File: config.mk
export PLATFORM = sky130hd
export DESIGN_NAME = lemming_world
export DESIGN_NICKNAME = d
export VERILOG_FILES = /design/src/rtl/lemming_pkg.sv /design/src/rtl/lemming_terrain.sv /design/src/rtl/lemming_world.sv
export SDC_FILE = /design/constraint.sdc
export NUM_CORES = 1
export LEC_CHECK = 0
export BUFFER_PORTS_ARGS = -buffer_cell sky130_fd_sc_hd__buf_4
export CAP_MARGIN = 20
export CORE_ASPECT_RATIO = 0.9
export CORE_MARGIN = 2
export CORE_UTILIZATION = 49
export DETAILED_ROUTE_END_ITERATION = 16
export PLACE_DENSITY = 0.66
export SLEW_MARGIN = 20
export SYNTH_ARGS = -nofsm -noshare
export SYNTH_HDL_FRONTEND = slang
export SYNTH_SLANG_ARGS = --single-unit
File: constraint.sdc
create_clock -name clk -period 10.4 [get_ports clk]
set_input_delay 0 -clock clk [delete_from_list [all_inputs] [get_ports clk]]
set_output_delay 0 -clock clk [all_outputs]
set_load 0.005 [all_outputs]
File: src/rtl/lemming_pkg.sv
// Shared constants and walker-action decode for the lemming world model.
// Optional protocol checker in lemming_world is enabled by defining WORLD_CHECK_EN.
package lemming_pkg;

    localparam int SPLAT_LIMIT = 20;

    typedef enum logic [2:0] {
        ACT_WL,
        ACT_WR,
        ACT_FALL,
        ACT_DIG,
        ACT_SPLAT
    } lem_act_t;

    // The walker's only all-quiet Moore state is splatted; aaah dominates any other output.
    function automatic lem_act_t decode_act(input logic wl, input logic wr,
                                            input logic aaah, input logic dig);
        if (aaah)     return ACT_FALL;
        else if (wl)  return ACT_WL;
        else if (wr)  return ACT_WR;
        else if (dig) return ACT_DIG;
        else          return ACT_SPLAT;
    endfunction

endpackage

File: src/rtl/lemming_terrain.sv
// Column-height terrain map: one write port, one dig-decrement port and
// neighbourhood reads around the lemming column (out-of-range reads give DEPTH+1).
module lemming_terrain #(
    parameter int WIDTH      = 16,
    parameter int DEPTH      = 8,
    parameter int INIT_FLOOR = 4,
    parameter int XW         = 4,
    parameter int YW         = 4
) (
    input  logic          clk,
    input  logic          reset,
    input  logic          i_wr_en,
    input  logic [XW-1:0] i_wr_col,
    input  logic [YW-1:0] i_wr_floor,
    input  logic          i_dec_en,
    input  logic [XW-1:0] i_x,
    output logic [YW:0]   o_floor_l,
    output logic [YW:0]   o_floor_c,
    output logic [YW:0]   o_floor_r
);

    localparam logic [YW:0] OOR = (YW+1)'(DEPTH + 1);

    logic [YW-1:0] r_floor [WIDTH];

    always_ff @(posedge clk) begin
        if (reset) begin
            for (int unsigned i = 0; i < WIDTH; i++) begin
                r_floor[i] <= INIT_FLOOR[YW-1:0];
            end
        end else begin
            if (i_dec_en && int'(i_x) < WIDTH && r_floor[i_x] != '0) begin
                r_floor[i_x] <= r_floor[i_x] - 1'b1;
            end
            // Later assignment: a write beats a same-cycle dig on the same column.
            if (i_wr_en && int'(i_wr_col) < WIDTH) begin
                r_floor[i_wr_col] <= i_wr_floor;
            end
        end
    end

    always_comb begin
        o_floor_l = OOR;
        o_floor_c = OOR;
        o_floor_r = OOR;
        if (i_x != '0 && int'(i_x) <= WIDTH) begin
            o_floor_l = {1'b0, r_floor[i_x - 1'b1]};
        end
        if (int'(i_x) < WIDTH) begin
            o_floor_c = {1'b0, r_floor[i_x]};
        end
        if (int'(i_x) + 1 < WIDTH) begin
            o_floor_r = {1'b0, r_floor[i_x + 1'b1]};
        end
    end

endmodule

File: src/rtl/lemming_world.sv
// Environment model for the Lemmings-4 walker: terrain, position, digging and falling.
// Define WORLD_CHECK_EN to add the fall_len / proto_err walker-protocol checker.
module lemming_world
    import lemming_pkg::*;
#(
    parameter int WIDTH      = 16,
    parameter int DEPTH      = 8,
    parameter int INIT_FLOOR = 4,
    parameter int START_X    = 8,
    parameter int DIG_CYCLES = 4,
    localparam int XW        = $clog2(WIDTH),
    localparam int YW        = $clog2(DEPTH + 1)
) (
    input  logic          clk,
    input  logic          reset,
    input  logic          walk_left,
    input  logic          walk_right,
    input  logic          aaah,
    input  logic          digging,
    input  logic          dig_req,
    input  logic          wr_en,
    input  logic [XW-1:0] wr_col,
    input  logic [YW-1:0] wr_floor,
    output logic          ground,
    output logic          bump_left,
    output logic          bump_right,
    output logic          dig,
`ifdef WORLD_CHECK_EN
    output logic [4:0]    fall_len,
    output logic          proto_err,
`endif
    output logic [XW-1:0] lem_x,
    output logic [YW-1:0] lem_y
);

    localparam int CW = (DIG_CYCLES > 1) ? $clog2(DIG_CYCLES) : 1;

    logic [XW-1:0] r_x;
    logic [YW-1:0] r_y;
    logic [CW-1:0] r_dig_cnt;
    logic          r_dig;

    logic [YW:0]   w_floor_l;
    logic [YW:0]   w_floor_c;
    logic [YW:0]   w_floor_r;
    logic [YW:0]   w_y_ext;
    logic [YW-1:0] w_wr_floor;
    logic          w_ground;
    logic          w_bump_left;
    logic          w_bump_right;
    logic          w_wr_hit;
    logic          w_lift;
    logic          w_dig_step;
    logic          w_dig_wrap;
    lem_act_t      w_act;

    assign w_act        = decode_act(walk_left, walk_right, aaah, digging);
    assign w_y_ext      = {1'b0, r_y};
    assign w_wr_floor   = (int'(wr_floor) > DEPTH) ? YW'(DEPTH) : wr_floor;
    assign w_ground     = (w_y_ext == w_floor_c);
    assign w_bump_left  = walk_left & w_ground & ((r_x == '0) | (w_floor_l > w_y_ext));
    assign w_bump_right = walk_right & w_ground &
                          ((int'(r_x) == WIDTH - 1) | (w_floor_r > w_y_ext));
    assign w_wr_hit     = wr_en & (wr_col == r_x);
    assign w_lift       = w_wr_hit & (w_wr_floor > r_y);
    // A falling walker that also claims to dig must not touch the terrain.
    assign w_dig_step   = digging & ~aaah & w_ground;
    assign w_dig_wrap   = (r_dig_cnt == CW'(DIG_CYCLES - 1));

    lemming_terrain #(
        .WIDTH      (WIDTH),
        .DEPTH      (DEPTH),
        .INIT_FLOOR (INIT_FLOOR),
        .XW         (XW),
        .YW         (YW)
    ) u_terrain (
        .clk        (clk),
        .reset      (reset),
        .i_wr_en    (wr_en),
        .i_wr_col   (wr_col),
        .i_wr_floor (w_wr_floor),
        .i_dec_en   (w_dig_step & w_dig_wrap),
        .i_x        (r_x),
        .o_floor_l  (w_floor_l),
        .o_floor_c  (w_floor_c),
        .o_floor_r  (w_floor_r)
    );

    always_ff @(posedge clk) begin
        if (reset) begin
            r_x       <= START_X[XW-1:0];
            r_y       <= INIT_FLOOR[YW-1:0];
            r_dig_cnt <= '0;
            r_dig     <= 1'b0;
        end else begin
            r_dig <= dig_req;

            case (w_act)
                ACT_FALL: if (w_y_ext > w_floor_c)          r_y <= r_y - 1'b1;
                ACT_WL:   if (w_ground && !w_bump_left)     r_x <= r_x - 1'b1;
                ACT_WR:   if (w_ground && !w_bump_right)    r_x <= r_x + 1'b1;
                default:  ;
            endcase

            if (w_lift) begin
                r_y <= w_wr_floor;
            end

            if (!digging || w_wr_hit) begin
                r_dig_cnt <= '0;
            end else if (w_dig_step) begin
                r_dig_cnt <= w_dig_wrap ? '0 : r_dig_cnt + 1'b1;
            end
        end
    end

    assign ground     = w_ground;
    assign bump_left  = w_bump_left;
    assign bump_right = w_bump_right;
    assign dig        = r_dig;
    assign lem_x      = r_x;
    assign lem_y      = r_y;

`ifdef WORLD_CHECK_EN
    logic [4:0] r_fall_len;
    logic       r_proto_err;
    logic       r_aaah_d;
    logic       r_nog_walk;
    logic [2:0] w_n_act;
    logic       w_walk;
    logic       w_splat_move;

    assign w_n_act      = 3'(walk_left) + 3'(walk_right) + 3'(aaah) + 3'(digging);
    assign w_walk       = walk_left | walk_right;
    // fall_len holds after landing, so any later walk/dig after a long fall is caught.
    assign w_splat_move = ~aaah & (r_fall_len > 5'(SPLAT_LIMIT)) & (w_walk | digging);

    always_ff @(posedge clk) begin
        if (reset) begin
            r_fall_len  <= '0;
            r_proto_err <= 1'b0;
            r_aaah_d    <= 1'b0;
            r_nog_walk  <= 1'b0;
        end else begin
            r_aaah_d   <= aaah;
            r_nog_walk <= w_walk & ~w_ground;
            if (aaah) begin
                if (!r_aaah_d)              r_fall_len <= 5'd1;
                else if (r_fall_len != '1)  r_fall_len <= r_fall_len + 1'b1;
            end
            if (w_n_act > 3'd1 || w_splat_move || (w_walk && !w_ground && r_nog_walk)) begin
                r_proto_err <= 1'b1;
            end
        end
    end

    assign fall_len  = r_fall_len;
    assign proto_err = r_proto_err;
`endif

endmodule

# Yosys cells after proc, flatten, opt, wreduce, memory -nomap -nowiden

Memories as Yosys holds them, arrays and structs flattened. A register that Yosys moved wholly into a read port is not among the register bits.
Cells that the tools add are included.

Reduce and logical (&&, ||, !) cells: 19
$lt $le $gt $ge: 6
Bitwise gates (word level): 12
$add $sub $neg: 6
Equal/unequal tests: 8
Mux-type cells: 30

Operators by type and width:

| cell                | count |
|---|---|
| $mux 4              | 14 |
| $lt 32x6->1 const B | 1 |
| $mux 3              | 4 |
| $sub 4x1->4 const B | 3 |
| $gt 5x4->1          | 2 |
| $mux 1              | 10 |
| $and 1x1->1         | 9 |
| $eq 4x4->1          | 2 |
| $gt 4x4->1          | 2 |
| $pmux 4 s2          | 1 |
| $reduce_bool 4->1   | 2 |
| $reduce_or 4->1     | 2 |
| $reduce_bool 2->1   | 3 |
| $add 4x1->5 const B | 1 |
| $add 4x1->4 const B | 1 |
| $eq 4x1->1 const B  | 1 |
| $gt 4x4->1 const B  | 1 |
| $logic_not 4->1     | 1 |
| $ne 2x2->1 const B  | 2 |
| $eq 3x1->1 const B  | 1 |
| $eq 3x2->1 const B  | 1 |
| $logic_and 1x1->1   | 3 |
| $logic_not 1->1     | 3 |
| $logic_not 3->1     | 1 |
| other kinds (9)     | 10 |

Input port bits: 16
Bits in writable memories: 64
Flip-flop bits (word level): 11
Memories kept: 1

Memories:

| memory            | words | width | rd ports | clocked after Yosys merged registers in | wr ports | line                  | text |
|---|---|---|---|---|---|---|---|
| u_terrain.r_floor | 16    | 4     | 3        | 1                                       | 16       | lemming_terrain.sv:24 | `logic [YW-1:0] r_floor [WIDTH];` |

# Longest topological paths before layout

Depth in word-level cells: 12
Mapped depth: 19
Mapped depth without buffers: 14

# By module

Synthesis repeated with hierarchy kept, for this count alone.

Cell total of the unflattened synthesis: 582
Area, all modules: 6184.7 µm²

By module, submodules not included:

| module          | times used | area an instance (µm²) | cells an instance |
|---|---|---|---|
| lemming_terrain | 1          | 5081.1                 | 454 |
| lemming_world   | 1          | 1103.6                 | 128 |

# Worst setup path before layout

No wires, ideal clock.

Path kind: reg-to-reg
Start: reg r_x[0], in the netlist lem_x[0]
End: reg with a tool-made name
Data required time: 10.279 ns
Cell stages (with the launch flop): 20
Period minus slack after synthesis: 5.441 ns
Setup slack: 4.959 ns
Path buffers: 6
Arrival: 5.321 ns
Cells stage by stage: dfxtp_1 > clkbuf_1 > buf_2 > clkbuf_1 > inv_1 > ha_1 > clkbuf_1 > buf_1 > clkbuf_1 > mux4_2 > a211oi_1 > a211oi_1 > ha_1 > nor2b_1 > o21a_1 > o21a_1 > o21ai_0 > and3_1 > o21ai_1 > mux2_2

RTL lines:

| element                | line                 | text |
|---|---|---|
| start, declared        | lemming_world.sv:38  | `logic [XW-1:0] r_x;` |
| start signal, assigned | lemming_world.sv:91  | `r_x <= START_X[XW-1:0];` |
| start signal, assigned | lemming_world.sv:100 | `ACT_WL: if (w_ground && !w_bump_left) r_x <= r_x - 1'b1;` |
| start signal, assigned | lemming_world.sv:101 | `ACT_WR: if (w_ground && !w_bump_right) r_x <= r_x + 1'b1;` |

==> run summary <==
Status: complete, no violations
Synth area leader: edfxtp_1
Routed Antenna Nets: 0
CP Capture Type: flop
Die width: 122.7 um
Initial antenna violation count: 0
CP arrival: 5.51 ns
Main combinational cell family by area after synthesis: multiplexers
Most frequent cells in the layout: 64 x edfxtp_1, 47 x nand2_1, 39 x mux4_2, 38 x nor2_1, 33 x buf_4
Largest net degree at the start of global routing: 41
Netlist cell types: 57
Share of cells above drive strength 1: 0.2011
Highest-delay cell along the critical path: dfxtp_1
Worst skew pair latency: 0.35 ns
Area contributors post-synth: edfxtp_1 31%, mux4_2 14%, dfxtp_1 4.8%
Drt wl/cell: 26.90 um
Nets: 597
RSZ-0062 raised after global routing: no
Compound-Gate Fraction of Synth Area: 0.1542
CTS clock-pin slew for the worst setup and hold paths: 0.06 ns
Mapped Area: 0.006208 mm^2
Die Ht: 110.8 um
Hold EP: lem_y[3]$_SDFFE_PP0P_
Via count: 5276
Synthesized area per cell: 11.21 um^2
Syn nets: 594
Adder-Cell Fraction of Synth Area: 0.04837
Number of global-route vias before repair: 4906
Peak VDD IR: 0.09147 mV
Die area: 0.01359 mm^2
CP top delay family: simple AND/OR/NAND/NOR gates
Clk sinks: 79
ANT cells: 0
Final period util: 0.5286
Max_cap viols: 0
Root buffer cell: clkbuf_16
Worst rel slew slack: 0.2471
PwrDens: 138.9 mW/mm^2
H-Tree Depth: 3
Hold Path Stages: 3
Gpl congestion: 0.9747
Final setup vio count: 0
First-pass GRT wire length: 29.05 mm
P_leak: 2.278 nW
Clock Skew: 0.01184 ns
Tot Pwr: 940.1 uW
CP Class: reg -> reg
Worst Tran Pin Value: 1.119 ns
Synthesized flop and latch total: 79
Hold path start: wr_floor[3]
Top-area cell type share of the netlist area: 0.3096
Predominant post-synthesis flop cell: edfxtp_1
Post-synth EDFFs: 64
Worst hold path type: in -> reg
Flop2flop setup slack: 4.90 ns
Synth Area in XOR/XNOR: 0.02378
Critical path peak fanout: 28
Cell area after layout: 0.006770 mm^2
Setup TNS: 0 ns
Slew Limit Fails: 0
Area after detailed placement: 0.006435 mm^2
Core box area: 0.01222 mm^2
Most common cell after layout, fill and taps aside: edfxtp_1
Post-DP HPWL: 13.98 mm
CP peak stage delay: 1.05 ns
Clock tree buffer depth: 2
CTS tree: built
Post-synthesis sequential area ratio: 0.3579
Worst R2R Path Depth: 9
Crit path time final: 5.497 ns
Iter 0 DRT Violations: 709
DRC errors left: 0
Placed insts: 703
DRT Wirelength: 19.42 mm
Crit path launch type: flop
CP Buf/Inv Count: 0
Total CTS buffers: 9
Mux share of post-synthesis cell area: 0.2223
Synth Instances: 554
Ys Warns: 0
Area grow syn2layout: 9.049%
DRT Pass-1 Iters: 6
Initial Utilization: 0.5081
FF-to-FF End: u_terrain.r_floor[15][1]$_DFFE_PP_
IO Port Bufs: 27
Worst-path cell chain: mux4_1 -> a22oi_1 -> nand3_2 -> ha_1 -> nand4_1 -> nor2_1 -> nand3_1 -> or2_2 -> o211ai_1
Simple-gate area share of the yosys netlist: 0.1467
WHS: 0.04371 ns
Hold Violations, Final: 0
Req. time, crit path: 10.41 ns
Fraction of registers with async set/reset: 0
IO Pins: 28
Total grt overflow: 0
Total GRT Usage: 0.2915
Finished Layout Cells: 722
FP Rows: 38
Fmax: 0.1819 GHz
Vias per cell: 7.307
routing by layer:
metal / vias to the layer above / global-route usage / wire (um)
li1: 2224 / - / -
met5: - / 0.03516 / 57
met3: 67 / 0.09722 / 2481
met4: 2 / 0.1226 / 699
met2: 392 / 0.4044 / 8442
met1: 2591 / 0.4120 / 7740
report_power, final:
group	switching, mW	internal (mW)
logic	0.125	0.104
clock network	0.136	0.187
registers	0.0268	0.361
Yosys cell counts (5+ instances only):
master / n
edfxtp_1: 64
nand2_1: 47
mux4_2: 39
nor2_1: 38
clkbuf_1: 25
ha_1: 24
nor2b_1: 23
inv_1: 18
nand3_1: 18
mux2i_1: 16
a21oi_1: 15
dfxtp_1: 15
a311o_1: 14
nor3_1: 14
o32ai_1: 14
o22ai_1: 12
a211oi_1: 10
buf_1: 10
mux4_1: 10
nand2b_1: 9
o41ai_1: 8
xnor2_1: 8
mux2_2: 7
xor2_1: 7
a22o_1: 6
a32oi_1: 6
o21a_1: 6
buf_6: 5
nand4_1: 5
o21ai_2: 5
flip-flops by register name, indices dropped and copies added (netlist names), named ones only:
| signal | count |
|---|---|
| dig | 1 |
| lem_x | 4 |
| lem_y | 4 |
| r_dig_cnt | 2 |
| u_terrain.r_floor | 64 |
logic make-up after synthesis:
family,count (synthesis)
compound gates,120
xor+xnor,16
fa+ha+maj,24
buf+inv,62
flops,79
mux,72
simple gates,181
layout make-up:
class / count / area (um^2)
inverter: 18 / 67.56
clock inverter: 6 / 66.31
sequential: 79 / 2223
timing repair buffer: 36 / 287.8
multi-input combinational: 413 / 3696
tap: 160 / 200.2
clock buffer: 10 / 229.0
fill: 1014 / 5449
worst max-delay path by stage:
stage,to,startpoint,depth (start not counted)
CTS,u_terrain.r_floor[15][0]$_DFFE_PP_,flop,9
floorplan,flop,lem_x[0]$_SDFFE_PP0P_,19
detailed placement,u_terrain.r_floor[15][0]$_DFFE_PP_,flop,9
finish,u_terrain.r_floor[15][1]$_DFFE_PP_,flop,9
global placement,u_terrain.r_floor[15][0]$_DFFE_PP_,flop,9
global route,u_terrain.r_floor[0][0]$_DFFE_PP_,flop,9
stage by stage:
stage | setup WS (ns) | utilization
after floorplan | 4.959 | -
after global placement | 5.117 | 0.5266
after CTS | 4.877 | 0.5524
final | 4.903 | 0.5541
after global routing | 4.661 | 0.5541
after detailed placement | 4.931 | 0.5266
tightest hold or removal path, delay by kind of cell:
kind	cells	cell delay, ns
AOI/OAI and AO/OA	1	0.05
buffers and inverters	1	0.17
and+or+nand+nor	1	0.11
timing repair:
| item | CTS | global route |
|---|---|---|
| gates resized for setup | 0 | 0 |
| hold endpoints to repair | 2 | 0 |
| hold buffers | 2 | 0 |
| setup buffers | 0 | 0 |
(Power assumes the default switching activity.)
